<file path="src/rtl/gain_ramp_ctrl_pkg.sv">
// Register map, CTRL bit positions and FSM states for the gain ramp controller.
package gain_ramp_ctrl_pkg;

  localparam logic [19:0] REG_TARGET = 20'h0;
  localparam logic [19:0] REG_SHIFT  = 20'h4;
  localparam logic [19:0] REG_CTRL   = 20'h8;
  localparam logic [19:0] REG_STATUS = 20'hC;

  localparam int CTRL_START_BIT  = 0;
  localparam int CTRL_ABORT_BIT  = 1;
  localparam int STATUS_BUSY_BIT = 31;

  typedef enum logic {
    ST_IDLE = 1'b0,
    ST_RAMP = 1'b1
  } state_t;

endpackage

</file>
<file path="src/rtl/gain_ramp_ctrl.sv">
// Ctrlport-programmed gain ramp: steps gain from its current value to TARGET
// over 2^SHIFT consumed samples using a fixed-point accumulator.
module gain_ramp_ctrl
  import gain_ramp_ctrl_pkg::*;
#(
  parameter int GAIN_W    = 16,
  parameter int FRAC_W    = 16,
  parameter int BASE_ADDR = 0,
  parameter int INIT_GAIN = 1
) (
  input  logic              ce_clk,
  input  logic              ce_rst_n,
  input  logic              s_ctrlport_req_wr,
  input  logic              s_ctrlport_req_rd,
  input  logic [19:0]       s_ctrlport_req_addr,
  input  logic [31:0]       s_ctrlport_req_data,
  output logic              s_ctrlport_resp_ack,
  output logic [31:0]       s_ctrlport_resp_data,
  input  logic              sample_adv,
  output logic [GAIN_W-1:0] gain,
  output logic              gain_update,
  output logic              busy
);

  localparam int          ACC_W = GAIN_W + FRAC_W + 2;
  localparam logic [19:0] BASE  = 20'(BASE_ADDR);

  state_t                    state_q, state_d;
  logic [GAIN_W-1:0]         target_q, gain_q, gain_d, ramp_tgt_q, ramp_tgt_d;
  logic [3:0]                shift_q, ramp_shift_q, ramp_shift_d;
  logic signed [ACC_W-1:0]   acc_q, acc_d, step;
  logic signed [GAIN_W:0]    delta_q, delta_d, delta_new;
  logic [15:0]               count_q, count_d;
  logic                      ack_q, gain_update_q;
  logic [31:0]               rdata_q, rd_mux;
  logic [19:0]               offset;
  logic [7:0]                shamt;
  logic                      hit, wr_hit, rd_hit, start, abort;
  logic                      unused_data;

  // Only the four word-aligned registers of the window are acknowledged.
  assign offset = s_ctrlport_req_addr - BASE;
  assign hit    = (offset[19:4] == 16'd0) && (offset[1:0] == 2'd0);
  assign wr_hit = s_ctrlport_req_wr && hit;
  assign rd_hit = s_ctrlport_req_rd && hit;
  assign start  = wr_hit && (offset == REG_CTRL) && s_ctrlport_req_data[CTRL_START_BIT];
  assign abort  = wr_hit && (offset == REG_CTRL) && s_ctrlport_req_data[CTRL_ABORT_BIT];
  assign unused_data = ^s_ctrlport_req_data;

  always_comb begin
    rd_mux = '0;
    case (offset)
      REG_TARGET: rd_mux[GAIN_W-1:0] = target_q;
      REG_SHIFT:  rd_mux[3:0]        = shift_q;
      REG_STATUS: begin
        rd_mux[GAIN_W-1:0]      = gain_q;
        rd_mux[STATUS_BUSY_BIT] = (state_q == ST_RAMP);
      end
      default: ;
    endcase
  end

  always_ff @(posedge ce_clk) begin
    if (!ce_rst_n) begin
      target_q <= GAIN_W'(INIT_GAIN);
      shift_q  <= 4'd0;
      ack_q    <= 1'b0;
      rdata_q  <= 32'd0;
    end else begin
      ack_q   <= (s_ctrlport_req_wr || s_ctrlport_req_rd) && hit;
      rdata_q <= rd_hit ? rd_mux : 32'd0;
      if (wr_hit && offset == REG_TARGET) target_q <= s_ctrlport_req_data[GAIN_W-1:0];
      if (wr_hit && offset == REG_SHIFT)  shift_q  <= s_ctrlport_req_data[3:0];
    end
  end

  assign delta_new = $signed({1'b0, target_q}) - $signed({1'b0, gain_q});
  assign shamt     = 8'(FRAC_W) - {4'd0, ramp_shift_q};
  assign step      = $signed({{(ACC_W-GAIN_W-1){delta_q[GAIN_W]}}, delta_q}) <<< shamt;

  always_comb begin
    state_d      = state_q;
    gain_d       = gain_q;
    acc_d        = acc_q;
    delta_d      = delta_q;
    count_d      = count_q;
    ramp_tgt_d   = ramp_tgt_q;
    ramp_shift_d = ramp_shift_q;
    if (abort) begin
      state_d = ST_IDLE;
    end else if (start) begin
      if (shift_q == 4'd0 || delta_new == '0) begin
        gain_d  = target_q;
        state_d = ST_IDLE;
      end else begin
        delta_d                 = delta_new;
        acc_d                   = '0;
        acc_d[FRAC_W +: GAIN_W] = gain_q;
        count_d                 = 16'd1 << shift_q;
        ramp_tgt_d              = target_q;
        ramp_shift_d            = shift_q;
        state_d                 = ST_RAMP;
      end
    end else if (state_q == ST_RAMP && sample_adv) begin
      count_d = count_q - 16'd1;
      acc_d   = acc_q + step;
      // The last step lands exactly on the target, hiding rounding residue.
      if (count_q == 16'd1) begin
        gain_d  = ramp_tgt_q;
        state_d = ST_IDLE;
      end else begin
        gain_d = acc_d[FRAC_W +: GAIN_W];
      end
    end
  end

  always_ff @(posedge ce_clk) begin
    if (!ce_rst_n) begin
      state_q       <= ST_IDLE;
      gain_q        <= GAIN_W'(INIT_GAIN);
      acc_q         <= '0;
      delta_q       <= '0;
      count_q       <= 16'd0;
      ramp_tgt_q    <= GAIN_W'(INIT_GAIN);
      ramp_shift_q  <= 4'd0;
      gain_update_q <= 1'b0;
    end else begin
      state_q       <= state_d;
      gain_q        <= gain_d;
      acc_q         <= acc_d;
      delta_q       <= delta_d;
      count_q       <= count_d;
      ramp_tgt_q    <= ramp_tgt_d;
      ramp_shift_q  <= ramp_shift_d;
      gain_update_q <= (gain_d != gain_q);
    end
  end

  assign s_ctrlport_resp_ack  = ack_q;
  assign s_ctrlport_resp_data = rdata_q;
  assign gain                 = gain_q;
  assign gain_update          = gain_update_q;
  assign busy                 = (state_q == ST_RAMP);

endmodule

</file>
<file path="config.mk">
export PLATFORM = sky130hd
export DESIGN_NAME = gain_ramp_ctrl
export DESIGN_NICKNAME = d
export VERILOG_FILES = /design/src/rtl/gain_ramp_ctrl_pkg.sv /design/src/rtl/gain_ramp_ctrl.sv
export SDC_FILE = /design/constraint.sdc
export NUM_CORES = 1
export LEC_CHECK = 0
export BUFFER_PORTS_ARGS = -buffer_cell sky130_fd_sc_hd__clkbuf_2
export CAP_MARGIN = 20
export CORE_ASPECT_RATIO = 1.2
export CORE_UTILIZATION = 46
export DETAILED_ROUTE_END_ITERATION = 6
export GPL_ROUTABILITY_DRIVEN = 0
export HOLD_SLACK_MARGIN = 0.1
export PLACE_DENSITY = 0.7
export REMOVE_ABC_BUFFERS = 1
export SETUP_SLACK_MARGIN = 0.5
export SKIP_CTS_REPAIR_TIMING = 1
export SYNTH_ARGS = -nofsm -noshare
export SYNTH_HDL_FRONTEND = slang
export SYNTH_SLANG_ARGS = --single-unit
</file>
<file path="constraint.sdc">
create_clock -name ce_clk -period 15.2 [get_ports ce_clk]
set_clock_uncertainty 0.15 [all_clocks]
set_input_delay 3.8 -clock ce_clk [delete_from_list [all_inputs] [get_ports ce_clk]]
set_output_delay 3.8 -clock ce_clk [all_outputs]
set_load 0.03 [all_outputs]
</file>
==> flow_summary.ini, run 1 <==
[worst_hold_path]
hold_path_class = reg2reg
hold_path_end = ramp_tgt_q[6]
hold_path_startpoint = ramp_tgt_q[6]
hold_depth = 2

[timing]
setup_viol = 0
period_needed_ps = 7640
rsz0062_at_grt = false
slew_violations = 0
worst_pin_slew_ps = 1070
finalCritPeriodShare = 0.503
clock.fmax_mhz = 131
finalHoldViolCount = 0
final.setup.worst_slack_ps = 7560
maxSlewHeadroom = 0.283
tns_ps = 0
fin_hold_ws_ps = 303

[finish]
nNetsFinal = 1576
final_cell_mix = nand2_1, a21oi_1, nor2_1
layout_commonest_cell = nand2_1
area_growth_pct = 9.17
final_layout_size_suffix_gt1_frac = 0.113
num_antenna_cells = 0

[clock_tree]
cts_made_buffers = 17
clock_latency_ps = 430
clkSinkCount = 141
cts_tree = done
clkTransAtPathRegs_ps = 60
max-clock-path-buffers = 2
h-tree-depth = 4
root_buffer = clkbuf_16

[critical_path]
max_stage_delay_ps = 740
worst_setup_path_end_kind = flip-flop
reg2reg_to = gain_update
crit_type = in2reg
cp_max_fo = 25
rr_startpoint = ramp_shift_q[1]
crit_slowest_cell = nand3_1
critPathTopFamily = simple AND/OR/NAND/NOR gates
crit_chain = clkbuf_2 -> nor2b_1 -> and3_1 -> nand3_1 -> nand3_1 -> nor2_1 -> a311oi_1 -> o221ai_1 -> a221oi_1 -> a31oi_1 -> o41a_1
rrSetupSlack_ps = 8730
crit_top_cell = nand3_1
critPathRequiredTime_ps = 15360
path_buf_inv = 1
worst_ep_arrival_time_ps = 7800
crit_path_start_kind = input port
r2r_cells = 21

[global_routing]
grt_use_total = 0.286
antenna_found_initial = 0
grt_max_degree = 88
grt_overflow = 0
grt_first_pass_wirelength_um = 53600
grt_pass1_vias = 10100

[pwr]
max-vdd-ir-drop_uv = 77.6
internal-power_uw = 625
clkPwrFrac = 0.527
p_sw_uw = 197
power_switching_share = 0.240
seqPwrFrac = 0.449
power_density_mw_per_mm2 = 71.1
power_leakage_nw = 4.48
p_comb_frac = 0.024

[drt]
wl_per_cell_um = 19.1
drc_errors = 0
ant_nets = 0
drt-total-wl_um = 33600
drt-pass1-iter-count = 6
viasPerCell = 6.26
drtIter0Drc = 1196
route.vias.total = 11000

[run]
max_cap_violations = 0

[synthesis]
ys_types = 92
syn_area_mm2 = 0.0106
ys_warn_count = 0
synth_edf_count = 0
syn_inst = 1463
syn_area_per_cell_um2 = 7.24
synth_ff_type = dfxtp_1
ys_ff_latch = 141
async_flop_share = 0
ys_seq_area_frac = 0.266

[die]
die_area_mm2 = 0.0237
fp-row-count = 60
die_x_um = 141
initial_core_util = 0.471
io_pins = 108
core_region_area_mm2 = 0.0225
chipHeight_um = 168

[place]
dpl.hpwl_um = 24000
dp_slack_ps = 7420
io_buffers = 76

[run_status]
status = finished clean
==> through the flow <==
step                      cell area, um^2   util  power, mW  instances
after floorplan                     10100      -      0.387       1360
after global placement              11000  0.487      0.397       1726
after detailed placement            11000  0.487      0.397       1727
after CTS                           11600  0.514      0.823       1759
after global routing                11600  0.514      0.840       1759
final                               11600  0.514      0.822       1759
==> flip-flops by register name, summed over array words and instances, names as in the netlist <==
name and count:
count_q 16, s_ctrlport_resp_ack 1, ramp_tgt_q 16, shift_q 4, gain 16, acc_q 32, busy 1, delta_q 17
s_ctrlport_resp_data 17, gain_update 1, target_q 16, ramp_shift_q 4
==> tightest hold or removal path: cells and delay by family, from the launching register on <==
kind            cells  cell delay [ps]
flops               1              310
simple gates        1               50
compound gates      1               50
==> how the worst max path moves through the flow <==
stage	start	to	cells past startpoint
after floorplan	s_ctrlport_req_addr[4]	count_q[3]	7
after global placement	s_ctrlport_req_addr[3]	gain_update	11
after detailed placement	s_ctrlport_req_addr[3]	gain_update	11
after CTS	s_ctrlport_req_addr[3]	gain_update	11
after global routing	s_ctrlport_req_addr[4]	gain_update	11
final	s_ctrlport_req_addr[3]	gain_update	11
==> Yosys cell counts, types with 22 or more instances <==
master / number / area [um^2]
a22oi_1: 24 / 180
dfxtp_1: 141 / 2820
ha_1: 50 / 626
nor2_1: 150 / 563
a21oi_1: 159 / 796
nand3_1: 43 / 215
o21ai_0: 85 / 425
a31oi_1: 23 / 144
nand2_1: 212 / 796
a211oi_1: 22 / 165
xnor2_1: 24 / 210
nor3_1: 42 / 210
inv_1: 34 / 128
clkbuf_1: 77 / 289
==> power by group through the flow <==
stage | registers [mW] | logic, mW | clock network, mW
2_1_floorplan | 0.378 | 0.00976 | 0
3_3_place_gp | 0.378 | 0.0197 | 0
3_5_place_dp | 0.378 | 0.0198 | 0
4_1_cts | 0.369 | 0.0198 | 0.434
5_1_grt | 0.369 | 0.0214 | 0.450
6_report | 0.369 | 0.0199 | 0.433
==> final cells by class <==
| cell class | count | area, um^2 |
|---|---|---|
| sequential | 141 | 2820 |
| tap | 279 | 349 |
| inverter | 36 | 135 |
| clock buffer | 19 | 443 |
| timing repair buffer | 88 | 470 |
| fill | 2216 | 11000 |
| clock inverter | 13 | 156 |
| multi-input combinational | 1183 | 7190 |
==> per-layer routing <==
metal	wire, um	global-route usage	vias to the layer above
met5	0	0	-
met2	15700	0.484	502
met3	2280	0.0364	113
li1	-	-	5289
met4	1670	0.149	0
met1	13900	0.357	5103
==> cell families after synthesis <==
family	synth area share
flops	0.266
simple gates	0.247
mux	0.0400
compound gates	0.285
xor+xnor	0.0354
buf+inv	0.0629
other cells	0.000354
fa+ha+maj	0.0628
Power figures use the tool's default switching activity.
==> run 2: changes to the inputs <==
clock period = 7.3 ns   (was 15.2 ns; I/O delays follow)
==> flow_summary.ini, run 2 (synthesized netlist as in run 1, its figures left out) <==
[run_status]
status = finished clean

[die]
die_area_mm2 = 0.0237
core_region_area_mm2 = 0.0225
die_x_um = 141
fp-row-count = 60
chipHeight_um = 168
initial_core_util = 0.471
io_pins = 108

[finish]
largest_register_ffs = 32
design_area_mm2 = 0.0116
nNetsFinal = 1580
final_cell_mix = nand2_1, a21oi_1, nor2_1
final_core_util = 0.515
area_growth_pct = 9.44
layoutNonFillerInstCount = 1763
num_antenna_cells = 0
top_register = acc_q
final_layout_size_suffix_gt1_frac = 0.116
layout_commonest_cell = nand2_1

[drt]
route.vias.total = 11100
ant_nets = 0
drt-total-wl_um = 33800
drt-pass1-iter-count = 6
drc_errors = 0
drtIter0Drc = 1083
wl_per_cell_um = 19.2
viasPerCell = 6.32

[timing]
worst_pin_slew_ps = 971
clock.fmax_mhz = 161
rsz0062_at_grt = false
slew_violations = 0
final.setup.worst_slack_ps = 1070
period_needed_ps = 6230
tns_ps = 0
setup_viol = 0
finalHoldViolCount = 0
fin_hold_ws_ps = 303
maxSlewHeadroom = 0.345
finalCritPeriodShare = 0.853

[global_routing]
grt_max_degree = 88
use_met2 = 0.471
grt_first_pass_wirelength_um = 53500
grt_use_met1 = 0.352
antenna_found_initial = 0
grt-busiest-layer = met2
grt_use_total = 0.286
grt_pass1_vias = 10100
grtUsageMet3 = 0.0375
grt_overflow = 0

[place]
io_buffers = 76
dp_cells = 1730
dp_slack_ps = 1290
dpl.hpwl_um = 24300
placed_area_mm2 = 0.0110

[clock_tree]
clkTransAtPathRegs_ps = 60
cts_made_buffers = 17
cts_tree = done
clock_latency_ps = 440
h-tree-depth = 4
root_buffer = clkbuf_16
clkSinkCount = 141
max-clock-path-buffers = 2

[pwr]
p_sw_uw = 429
power_density_mw_per_mm2 = 146
p_comb_frac = 0.025
internal-power_mw = 1.26
power_leakage_nw = 4.50
max-vdd-ir-drop_uv = 154
seqPwrFrac = 0.455
clkPwrFrac = 0.520
power_switching_share = 0.254
power.total_mw = 1.69

[worst_hold_path]
hold_path_startpoint = ramp_tgt_q[7]
hold_path_class = reg2reg
hold_depth = 2
hold_path_end = ramp_tgt_q[7]

[critical_path]
cp_max_fo = 19
worst_ep_arrival_time_ps = 6390
crit_type = reg2reg
rrSetupSlack_ps = 1070
crit_path_start_kind = flip-flop
worst_setup_path_end_kind = flip-flop
rr_startpoint = ramp_shift_q[0]
reg2reg_to = gain_update
r2r_cells = 21
critPathRequiredTime_ps = 7470

[run]
max_cap_violations = 0
[run 2: cell types whose count changed in the layout (fill, tap and decap cells not counted)]
cell,delta
clkbuf_8,-1
bufinv_16,-1
clkinv_4,-1
clkinvlp_4,-1
buf_16,+1
inv_6,+3
clkbuf_1,-1
inv_8,+1
buf_4,+3
clkinv_2,+1
[run 2: power groups by stage]
stage	Sequential [mW]	Clock [mW]	Combinational (mW)
final	0.769	0.880	0.0423
after global routing	0.768	0.919	0.0452
after CTS	0.769	0.886	0.0416
after detailed placement	0.786	0	0.0415
after global placement	0.786	0	0.0412
after floorplan	0.786	0	0.0203
[run 2: final cells by class]
type,count,area (um^2)
clock buffer,17,425
clock inverter,15,153
fill,2218,10900
inverter,36,135
multi-input combinational,1183,7190
sequential,141,2820
tap,279,349
timing repair buffer,92,520
[run 2: worst max-delay path, cell delays in order (launching register included)]
cell	delay, ps
dfxtp_1	360
inv_2	110
ha_1	710
mux2_2	430
o21ai_0	350
nor2_1	80
a21oi_1	190
mux2i_1	130
nor2b_1	190
ha_1	450
nand4_1	180
nor3_1	230
inv_1	70
o31ai_1	550
a32oi_1	250
xnor2_1	300
nand2_1	90
a31oi_1	390
nor2_1	100
nor4b_2	260
a21boi_1	100
o41a_1	430
[run 2: worst max-delay path by stage]
stage / slack (ps) / from / depth (start not counted) / end
floorplan: 500 / ramp_shift_q[0] / 19 / gain_update
global placement: 1350 / ramp_shift_q[0] / 21 / gain_update
detailed placement: 1290 / ramp_shift_q[0] / 21 / gain_update
CTS: 1220 / ramp_shift_q[0] / 21 / gain_update
global route: 790 / ramp_shift_q[0] / 23 / gain_update
finish: 1070 / ramp_shift_q[0] / 21 / gain_update
[run 2: layer usage]
| metal | vias up | share of wire |
|---|---|---|
| met2 | 542 | 0.46 |
| met4 | 0 | 0.061 |
| met5 | - | 0 |
| met3 | 141 | 0.067 |
| met1 | 5150 | 0.41 |
| li1 | 5305 | - |
==> run 3: changes to the inputs <==
PLACE_DENSITY = default   (was 0.7)
==> flow_summary.ini, run 3 (synthesized netlist as in run 1, its figures left out) <==
[run_status]
status = finished clean

[drt]
wl_per_cell_um = 19.7
drtIter0Drc = 1010
ant_nets = 0
drc_errors = 0
drt-pass1-iter-count = 6
viasPerCell = 6.13
route.vias.total = 10800
drt-total-wl_um = 34700

[die]
core_region_area_mm2 = 0.0225
die_area_mm2 = 0.0237
chipHeight_um = 168
fp-row-count = 60
die_x_um = 141
io_pins = 108
initial_core_util = 0.471

[worst_hold_path]
hold_path_class = reg2reg
hold_depth = 2

[clock_tree]
clkSinkCount = 141
cts_tree = done
cts_made_buffers = 17
clock_latency_ps = 440
root_buffer = clkbuf_16
clkTransAtPathRegs_ps = 70
h-tree-depth = 4
max-clock-path-buffers = 2

[finish]
largest_register_ffs = 32
top_register = acc_q
final_layout_size_suffix_gt1_frac = 0.116
final_core_util = 0.516
area_growth_pct = 9.71
layout_commonest_cell = nand2_1
final_cell_mix = nand2_1, a21oi_1, nor2_1
nNetsFinal = 1581
num_antenna_cells = 0

[critical_path]
worst_ep_arrival_time_ps = 6410
crit_slowest_cell = ha_1
critPathRequiredTime_ps = 7470
r2r_cells = 21
crit_type = reg2reg
crit_chain = inv_2 -> ha_1 -> mux2_2 -> o21ai_0 -> nor2_1 -> a21oi_1 -> mux2i_1 -> nor2b_1 -> ha_1 -> nand4_1 -> nor2_1 -> and3_1 -> nor4_2 -> nor3_1 -> mux2i_1 -> a2111oi_0 -> o21bai_1 -> o32ai_1 -> nor4b_2 -> a21boi_1 -> o41a_1
worst_setup_path_end_kind = flip-flop
cp_max_fo = 13
max_stage_delay_ps = 620
crit_path_start_kind = flip-flop

[timing]
setup_viol = 0
maxSlewHeadroom = 0.247
clock.fmax_mhz = 160
tns_ps = 0
slew_violations = 0
period_needed_ps = 6240
finalCritPeriodShare = 0.855
worst_pin_slew_ps = 1130
finalHoldViolCount = 0
rsz0062_at_grt = false

[global_routing]
grt_overflow = 0
grt_use_total = 0.297
grt_pass1_vias = 10100
grt_first_pass_wirelength_um = 55200
grt_max_degree = 97
antenna_found_initial = 0

[run]
max_cap_violations = 0

[pwr]
max-vdd-ir-drop_uv = 182
power_leakage_nw = 4.52
power_density_mw_per_mm2 = 149

[place]
dpl.hpwl_um = 25100
io_buffers = 76
-- run 3: changes by cell type in the layout (fill, tap and decap cells not counted), sizes merged --
| cell | delta |
|---|---|
| buf | +1 |
| bufinv | +1 |
| clkbuf | +2 |
| clkinvlp | -1 |
| inv | -2 |
-- run 3: area by class of cell --
class | instances | area [um^2]
Sequential cell | 141 | 2820
Tap cell | 279 | 349
Multi-Input combinational cell | 1183 | 7190
Clock buffer | 19 | 443
Inverter | 36 | 135
Fill cell | 2232 | 10900
Clock inverter | 13 | 155
Timing Repair Buffer | 93 | 528
-- run 3: stage by stage --
step           power (mW)  area (um^2)  hold WS (ps)  std cells  setup WS [ps]
3_3_place_gp        0.828        11000           286       1731           1260
6_report             1.73        11600           299       1764           1060
4_1_cts              1.74        11600           298       1763           1130
3_5_place_dp        0.828        11000           289       1731           1190
2_1_floorplan       0.807        10100           277       1360            501
5_1_grt              1.78        11600           318       1764            728
-- run 3: power by group --
group          internal, mW  switching [mW]  total (mW)  leakage (nW)
logic                0.0111          0.0312      0.0423          3.09
clock network         0.523           0.395       0.917         0.289
registers             0.769     0.000000519       0.769          1.14
-- run 3: final timing paths --
kind                   endpoint  slack, ps             from
setup / recovery    gain_update       1060  ramp_shift_q[0]
hold / removal    ramp_tgt_q[7]        300    ramp_tgt_q[7]
setup reg to reg    gain_update       1060  ramp_shift_q[0]
hold reg to reg   ramp_tgt_q[7]        300    ramp_tgt_q[7]
-- run 3: critical path: cells and delay by family, from the launching register on --
kind / cells / cell delay, ps
adder cells (fa/ha/maj): 2 / 1060
flip-flops: 1 / 340
AO/OA/AOI/OAI: 7 / 2050
buffers and inverters: 1 / 100
AND/OR/NAND/NOR: 8 / 1740
multiplexers: 3 / 700
-- run 3: per-layer routing --
metal	vias to the layer above	part of all wire	global-route usage
met5	-	0	0
met4	0	0.052	0.155
met3	100	0.051	0.0401
met2	372	0.46	0.489
met1	5035	0.44	0.378
li1	5302	-	-
